**config.mk**
```make
export PLATFORM = sky130hd
export DESIGN_NAME = axis_latency_monitor
export DESIGN_NICKNAME = d
export VERILOG_FILES = /design/src/rtl/axis_latency_monitor.sv
export SDC_FILE = /design/constraint.sdc
export NUM_CORES = 2
export LEC_CHECK = 0
export BUFFER_PORTS_ARGS = -buffer_cell sky130_fd_sc_hd__buf_2
export CORE_ASPECT_RATIO = 0.9
export CORE_MARGIN = 1
export CORE_UTILIZATION = 26
export DETAILED_ROUTE_END_ITERATION = 12
export PLACE_DENSITY = 0.46
export SYNTH_ARGS = -nofsm -noshare
export SYNTH_HDL_FRONTEND = slang
export SYNTH_SLANG_ARGS = --single-unit
```
**constraint.sdc**
```tcl
create_clock -name clock -period 9.7 [get_ports clock]
set_clock_uncertainty 0.2 [all_clocks]
set_input_delay 0.97 -clock clock [delete_from_list [all_inputs] [get_ports clock]]
set_output_delay 0.97 -clock clock [all_outputs]
set_load 0.1 [all_outputs]
```
**src/rtl/axis_latency_monitor.sv**
```systemverilog
// Passive per-channel request-latency monitor for AXI-Stream stream pairs.
// Timestamps the first accepted input beat of each request and matches it with
// the output beat that carries tlast. Keeps count/min/max/sum/last per channel.
module axis_latency_monitor #(
    parameter  int unsigned CHANNELS = 4,
    parameter  int unsigned CNT_W    = 32,
    parameter  int unsigned SUM_W    = 48,
    parameter  int unsigned DEPTH    = 4,
    localparam int unsigned SEL_W    = (CHANNELS > 1) ? $clog2(CHANNELS) : 1
) (
    input  logic                      clock,
    input  logic                      reset,
    input  logic                      clear,
    input  logic [CHANNELS-1:0]       s_tvalid,
    input  logic [CHANNELS-1:0]       s_tready,
    input  logic [CHANNELS-1:0]       s_tlast,
    input  logic [CHANNELS-1:0]       m_tvalid,
    input  logic [CHANNELS-1:0]       m_tready,
    input  logic [CHANNELS-1:0]       m_tlast,
    output logic [CHANNELS-1:0]       lat_valid,
    output logic [CNT_W*CHANNELS-1:0] lat_value,
    input  logic [SEL_W-1:0]          rd_sel,
    output logic [CNT_W-1:0]          rd_count,
    output logic [CNT_W-1:0]          rd_min,
    output logic [CNT_W-1:0]          rd_max,
    output logic [SUM_W-1:0]          rd_sum,
    output logic [1:0]                rd_err
);

    localparam int unsigned AW = $clog2(DEPTH);

    typedef logic [CNT_W-1:0] cnt_t;
    typedef logic [AW:0]      ptr_t;

    cnt_t                ts_q;
    cnt_t                mem_q    [CHANNELS][DEPTH];
    ptr_t                wptr_q   [CHANNELS];
    ptr_t                wptr_d   [CHANNELS];
    ptr_t                rptr_q   [CHANNELS];
    ptr_t                rptr_d   [CHANNELS];
    logic [CHANNELS-1:0] in_pkt_q, in_pkt_d;
    logic [CHANNELS-1:0] lat_valid_q, lat_valid_d;
    logic [CHANNELS-1:0] push;
    cnt_t                count_q  [CHANNELS];
    cnt_t                count_d  [CHANNELS];
    cnt_t                min_q    [CHANNELS];
    cnt_t                min_d    [CHANNELS];
    cnt_t                max_q    [CHANNELS];
    cnt_t                max_d    [CHANNELS];
    cnt_t                last_q   [CHANNELS];
    cnt_t                last_d   [CHANNELS];
    logic [SUM_W-1:0]    sum_q    [CHANNELS];
    logic [SUM_W-1:0]    sum_d    [CHANNELS];
    logic [1:0]          err_q    [CHANNELS];
    logic [1:0]          err_d    [CHANNELS];

    // Free-running timestamp; only reset zeroes it, clear leaves it running.
    always_ff @(posedge clock) begin
        if (reset) begin
            ts_q <= '0;
        end else begin
            ts_q <= ts_q + 1'b1;
        end
    end

    // Per-channel start/end detection, FIFO occupancy and statistics update.
    always_comb begin : next_state
        ptr_t             occ;
        cnt_t             lat;
        logic [SUM_W:0]   sum_ext;
        logic             acc_s, start, fin, empty, full;
        occ     = '0;
        lat     = '0;
        sum_ext = '0;
        acc_s   = 1'b0;
        start   = 1'b0;
        fin     = 1'b0;
        empty   = 1'b0;
        full    = 1'b0;
        in_pkt_d    = in_pkt_q;
        lat_valid_d = '0;
        push        = '0;
        for (int unsigned c = 0; c < CHANNELS; c++) begin
            wptr_d[c] = wptr_q[c];
            rptr_d[c] = rptr_q[c];
            count_d[c] = count_q[c];
            min_d[c]   = min_q[c];
            max_d[c]   = max_q[c];
            last_d[c]  = last_q[c];
            sum_d[c]   = sum_q[c];
            err_d[c]   = err_q[c];

            acc_s = s_tvalid[c] & s_tready[c];
            start = acc_s & ~in_pkt_q[c];
            fin   = m_tvalid[c] & m_tready[c] & m_tlast[c];
            occ   = wptr_q[c] - rptr_q[c];
            empty = (occ == '0);
            full  = (occ == ptr_t'(DEPTH));
            lat   = ts_q - mem_q[c][rptr_q[c][AW-1:0]];
            sum_ext = {1'b0, sum_q[c]} + {{(SUM_W + 1 - CNT_W){1'b0}}, lat};

            if (acc_s) begin
                in_pkt_d[c] = ~s_tlast[c];
            end

            // A simultaneous pop frees the slot, so a full FIFO still accepts the push.
            if (start) begin
                if (!full || fin) begin
                    push[c]   = 1'b1;
                    wptr_d[c] = wptr_q[c] + 1'b1;
                end else begin
                    err_d[c][0] = 1'b1;
                end
            end

            if (fin) begin
                if (empty) begin
                    err_d[c][1] = 1'b1;
                end else begin
                    rptr_d[c]      = rptr_q[c] + 1'b1;
                    lat_valid_d[c] = 1'b1;
                    last_d[c]      = lat;
                    count_d[c]     = (count_q[c] == '1) ? count_q[c] : count_q[c] + 1'b1;
                    sum_d[c]       = sum_ext[SUM_W] ? '1 : sum_ext[SUM_W-1:0];
                    if (lat < min_q[c]) begin
                        min_d[c] = lat;
                    end
                    if (lat > max_q[c]) begin
                        max_d[c] = lat;
                    end
                end
            end
        end
    end

    // Per-channel state registers; reset and clear override any handshake.
    always_ff @(posedge clock) begin
        if (reset || clear) begin
            in_pkt_q    <= '0;
            lat_valid_q <= '0;
            for (int unsigned c = 0; c < CHANNELS; c++) begin
                wptr_q[c]  <= '0;
                rptr_q[c]  <= '0;
                count_q[c] <= '0;
                min_q[c]   <= '1;
                max_q[c]   <= '0;
                last_q[c]  <= '0;
                sum_q[c]   <= '0;
                err_q[c]   <= '0;
            end
        end else begin
            in_pkt_q    <= in_pkt_d;
            lat_valid_q <= lat_valid_d;
            for (int unsigned c = 0; c < CHANNELS; c++) begin
                wptr_q[c]  <= wptr_d[c];
                rptr_q[c]  <= rptr_d[c];
                count_q[c] <= count_d[c];
                min_q[c]   <= min_d[c];
                max_q[c]   <= max_d[c];
                last_q[c]  <= last_d[c];
                sum_q[c]   <= sum_d[c];
                err_q[c]   <= err_d[c];
            end
        end
    end

    // Timestamp storage; stale entries are harmless because pointers are reset.
    always_ff @(posedge clock) begin
        for (int unsigned c = 0; c < CHANNELS; c++) begin
            if (push[c]) begin
                mem_q[c][wptr_q[c][AW-1:0]] <= ts_q;
            end
        end
    end

    // Registered readout of the selected channel's statistics.
    always_ff @(posedge clock) begin
        if (reset || clear) begin
            rd_count <= '0;
            rd_min   <= '1;
            rd_max   <= '0;
            rd_sum   <= '0;
            rd_err   <= '0;
        end else if (32'(rd_sel) < CHANNELS) begin
            rd_count <= count_q[rd_sel];
            rd_min   <= min_q[rd_sel];
            rd_max   <= max_q[rd_sel];
            rd_sum   <= sum_q[rd_sel];
            rd_err   <= err_q[rd_sel];
        end
    end

    // Pack the most recent latency of every channel onto the flat output bus.
    always_comb begin
        lat_value = '0;
        for (int unsigned c = 0; c < CHANNELS; c++) begin
            lat_value[c*CNT_W +: CNT_W] = last_q[c];
        end
    end

    assign lat_valid = lat_valid_q;

endmodule

```
==> flow_summary.json <==
{
  "status": "finished clean",
  "n_fill_cell": 28907,
  "synth-seq-area-share_pct": 45.83,
  "grt_max_degree": 164,
  "r2r_slack_ns": 1.13,
  "arrival_ns": 9.07,
  "synth-edff-count": 514,
  "place_inst": 11081,
  "drt_iter0_drc": 4787,
  "syn_area_sq_um": 73860,
  "hold_slack_ns": 0.2453,
  "fin_nets": 8090,
  "path_class": "reg2reg",
  "dp_hpwl_mm": 201.1,
  "ant_nets": 0,
  "syn_avg_cell_area_sq_um": 10.37,
  "setup_tns_ns": 0,
  "p_leak_nw": 34.45,
  "rsz0062_at_grt": "false",
  "ys_warn_count": 0,
  "rows": 185,
  "syn_to_final_growth_pct": 17.12,
  "crit_start": "rptr_q[2][1]",
  "h-tree-depth": 4,
  "holdCritPathClass": "reg2reg",
  "fp.coreArea_sq_um": 282400,
  "cts_buffers": 167,
  "post_cts.repair.setup_buffers": 0,
  "ir_drop_uv": 142.7,
  "mostFrequentLayoutCells": "dfxtp_1, nand2_1, nor2_1",
  "fp.dieH_um": 507.6,
  "synthFlopType": "dfxtp_1",
  "slew_violations": 0,
  "drc": 0,
  "cts_resized": 0,
  "layout_commonest_cell": "dfxtp_1",
  "start_util_pct": 26.16,
  "drive_gt1_share_pct": 15.10,
  "ios": 307,
  "die_area_sq_um": 286200,
  "p_per_area_nw_per_um2": 158.1,
  "clk_path_buf_depth": 3,
  "cts_tree": "yes",
  "multiInputGateArea_sq_um": 37260,
  "cp.required_ns": 10.20,
  "critPathMaxFanout": 42,
  "slew_headroom_pct": 10.39,
  "clock-root-buffer": "clkbuf_16",
  "wire_per_inst_um": 23.67,
  "period_share_pct": 88.34,
  "die_w_um": 563.8,
  "r2r-start": "rptr_q[2][1]",
  "hold_viol_final": 0,
  "crit_end": "max_q[2][4]",
  "first_global_vias": 54987,
  "place_congestion": 0.9057,
  "clock.fmax_mhz": 116.7,
  "antenna_found_initial": 17,
  "ys_ff_latch": 1434,
  "r2r-end": "max_q[2][4]",
  "grt_first_pass_wirelength_mm": 386.0,
  "vias_per_cell": 4.984,
  "cts_hold_buf": 0,
  "drt_first_pass_iters": 6,
  "cap_viol_max_count": 0,
  "r2r_cells": 23,
  "track_usage_pct": 18.42,
  "clock_latency_ns": 0.86,
  "async_flop_share_pct": 0,
  "syn_inst": 7120,
  "start_kind": "register",
  "clock-sinks": 1434,
  "numPortBuffers": 306,
  "final-seq-area_sq_um": 33860,
  "worst_slew_pin_slew_ns": 1.310,
  "drt_wl_total_mm": 269.6,
  "final_cells": 11388,
  "synth_fp_nets": 7700,
  "setup-violations-final": 0,
  "overflow": 0,
  "end_kind": "register",
  "post-route-util_pct": 30.63,
  "vias": 56759,
  "clkTransAtPathRegs_ns": 0.06,
  "synth_cell_type_count": 94,
  "period_minus_slack_ns": 8.569
}
[area by class of cell]
class | instances | area share, %
diodes | 5 | 0.01446
clock buffers | 233 | 5.419
clock inverters | 69 | 1.001
inverters | 486 | 2.109
multi-input cells | 4891 | 43.08
flip-flops and latches | 1434 | 39.14
well taps | 3740 | 5.409
repair buffers | 530 | 3.836
[how the worst min path moves through the flow]
stage | from | endpoint | depth (start not counted) | slack [ns]
2_1_floorplan | err_q[2][0] | err_q[2][0] | 2 | 0.23
3_3_place_gp | last_q[0][21] | last_q[0][21] | 2 | 0.24
6_report | last_q[0][27] | last_q[0][27] | 2 | 0.25
5_1_grt | s_tlast[0] | in_pkt_q[0] | 4 | 0.23
4_1_cts | s_tlast[0] | in_pkt_q[0] | 4 | 0.19
3_5_place_dp | last_q[0][27] | last_q[0][27] | 2 | 0.24
[where the power goes]
group          internal [mW]  leakage, nW  switching (mW)
clock                   3.74         2.69            2.72
sequential              6.23         12.2          0.0172
combinational          0.300         19.5           0.662
[per-layer routing]
metal / GRT usage, % / vias up / wire length [um]
li1: - / 26518 / -
met3: 2.085 / 355 / 12010
met2: 29.63 / 1561 / 122900
met5: 0 / - / 0
met4: 7.116 / 0 / 11220
met1: 25.22 / 28325 / 123500
[cell usage after synthesis (49+ instances only)]
cell type / n / area share, %
nand2_1: 603 / 3.1
clkbuf_1: 242 / 1.2
o21a_1: 51 / 0.52
a21oi_1: 516 / 3.5
and2_1: 157 / 1.3
xnor2_1: 193 / 2.3
nor3_1: 81 / 0.55
edfxtp_1: 514 / 21
o211ai_1: 109 / 1.1
xor2_1: 216 / 2.6
mux4_2: 274 / 8.4
a21o_1: 195 / 2.0
nor2_1: 565 / 2.9
nor2b_1: 49 / 0.42
inv_1: 486 / 2.5
nand3_1: 148 / 1.0
dfxtp_1: 920 / 25
o21ai_0: 314 / 2.1
ha_1: 543 / 9.2
a31oi_1: 89 / 0.75
nand4_1: 115 / 0.97
mux2i_1: 121 / 1.6
nand2b_1: 65 / 0.55
and3_1: 92 / 0.78
[state kept, by name, summed over array words and instances, names as in the netlist, 8 cells and up]
register  count
min_q       128
mem_q       512
rd_max       32
last_q      128
max_q       128
rptr_q       12
wptr_q       12
rd_count     32
count_q     128
rd_sum       48
rd_min       32
err_q         8
ts_q         32
sum_q       192
[kinds of logic (layout without fill, tap and decap cells)]
family                     after synthesis  after routing  share of synthesized area [%]
other                                    0              5                              0
and+or+nand+nor                       1995           1995                          12.76
muxes                                  396            396                          10.01
xor gates and xnor gates               409            409                          4.850
DFF                                   1434           1434                          45.83
adders and majority gates              551            551                          9.415
AOI/OAI and AO/OA                     1540           1540                          13.02
buffers and inverters                  795           1318                          4.111
[per-stage QoR]
step / setup slack [ns] / power, mW / cell area, sq um
2_1_floorplan: 2.962 / 6.920 / 73860
3_3_place_gp: 0.9801 / 7.325 / 80930
3_5_place_dp: 1.038 / 7.336 / 80940
4_1_cts: 0.9884 / 13.83 / 86500
5_1_grt: 0.6528 / 14.13 / 86500
6_report: 1.131 / 13.68 / 86510
[critical path, stage by stage (launching register included)]
cell and delay, ns:
dfxtp_1 1.03, mux4_2 0.38, ha_1 0.19, inv_1 0.07, fa_1 0.40, a21o_1 0.20
a21oi_1 0.36, o21ai_0 0.23, a41oi_1 0.35, nor2_1 0.16, a221o_1 0.41, a41oi_1 0.28
nor2b_1 0.19, xor2_1 0.47, inv_1 0.28, ha_1 0.35, nand4_1 0.19, nor4_1 0.78
o21ai_0 0.38, a221oi_4 0.67, buf_4 0.52, nor2_1 0.08, a21oi_1 0.13, nor2_1 0.05
Note: power is estimated with default switching activity, not from simulation.
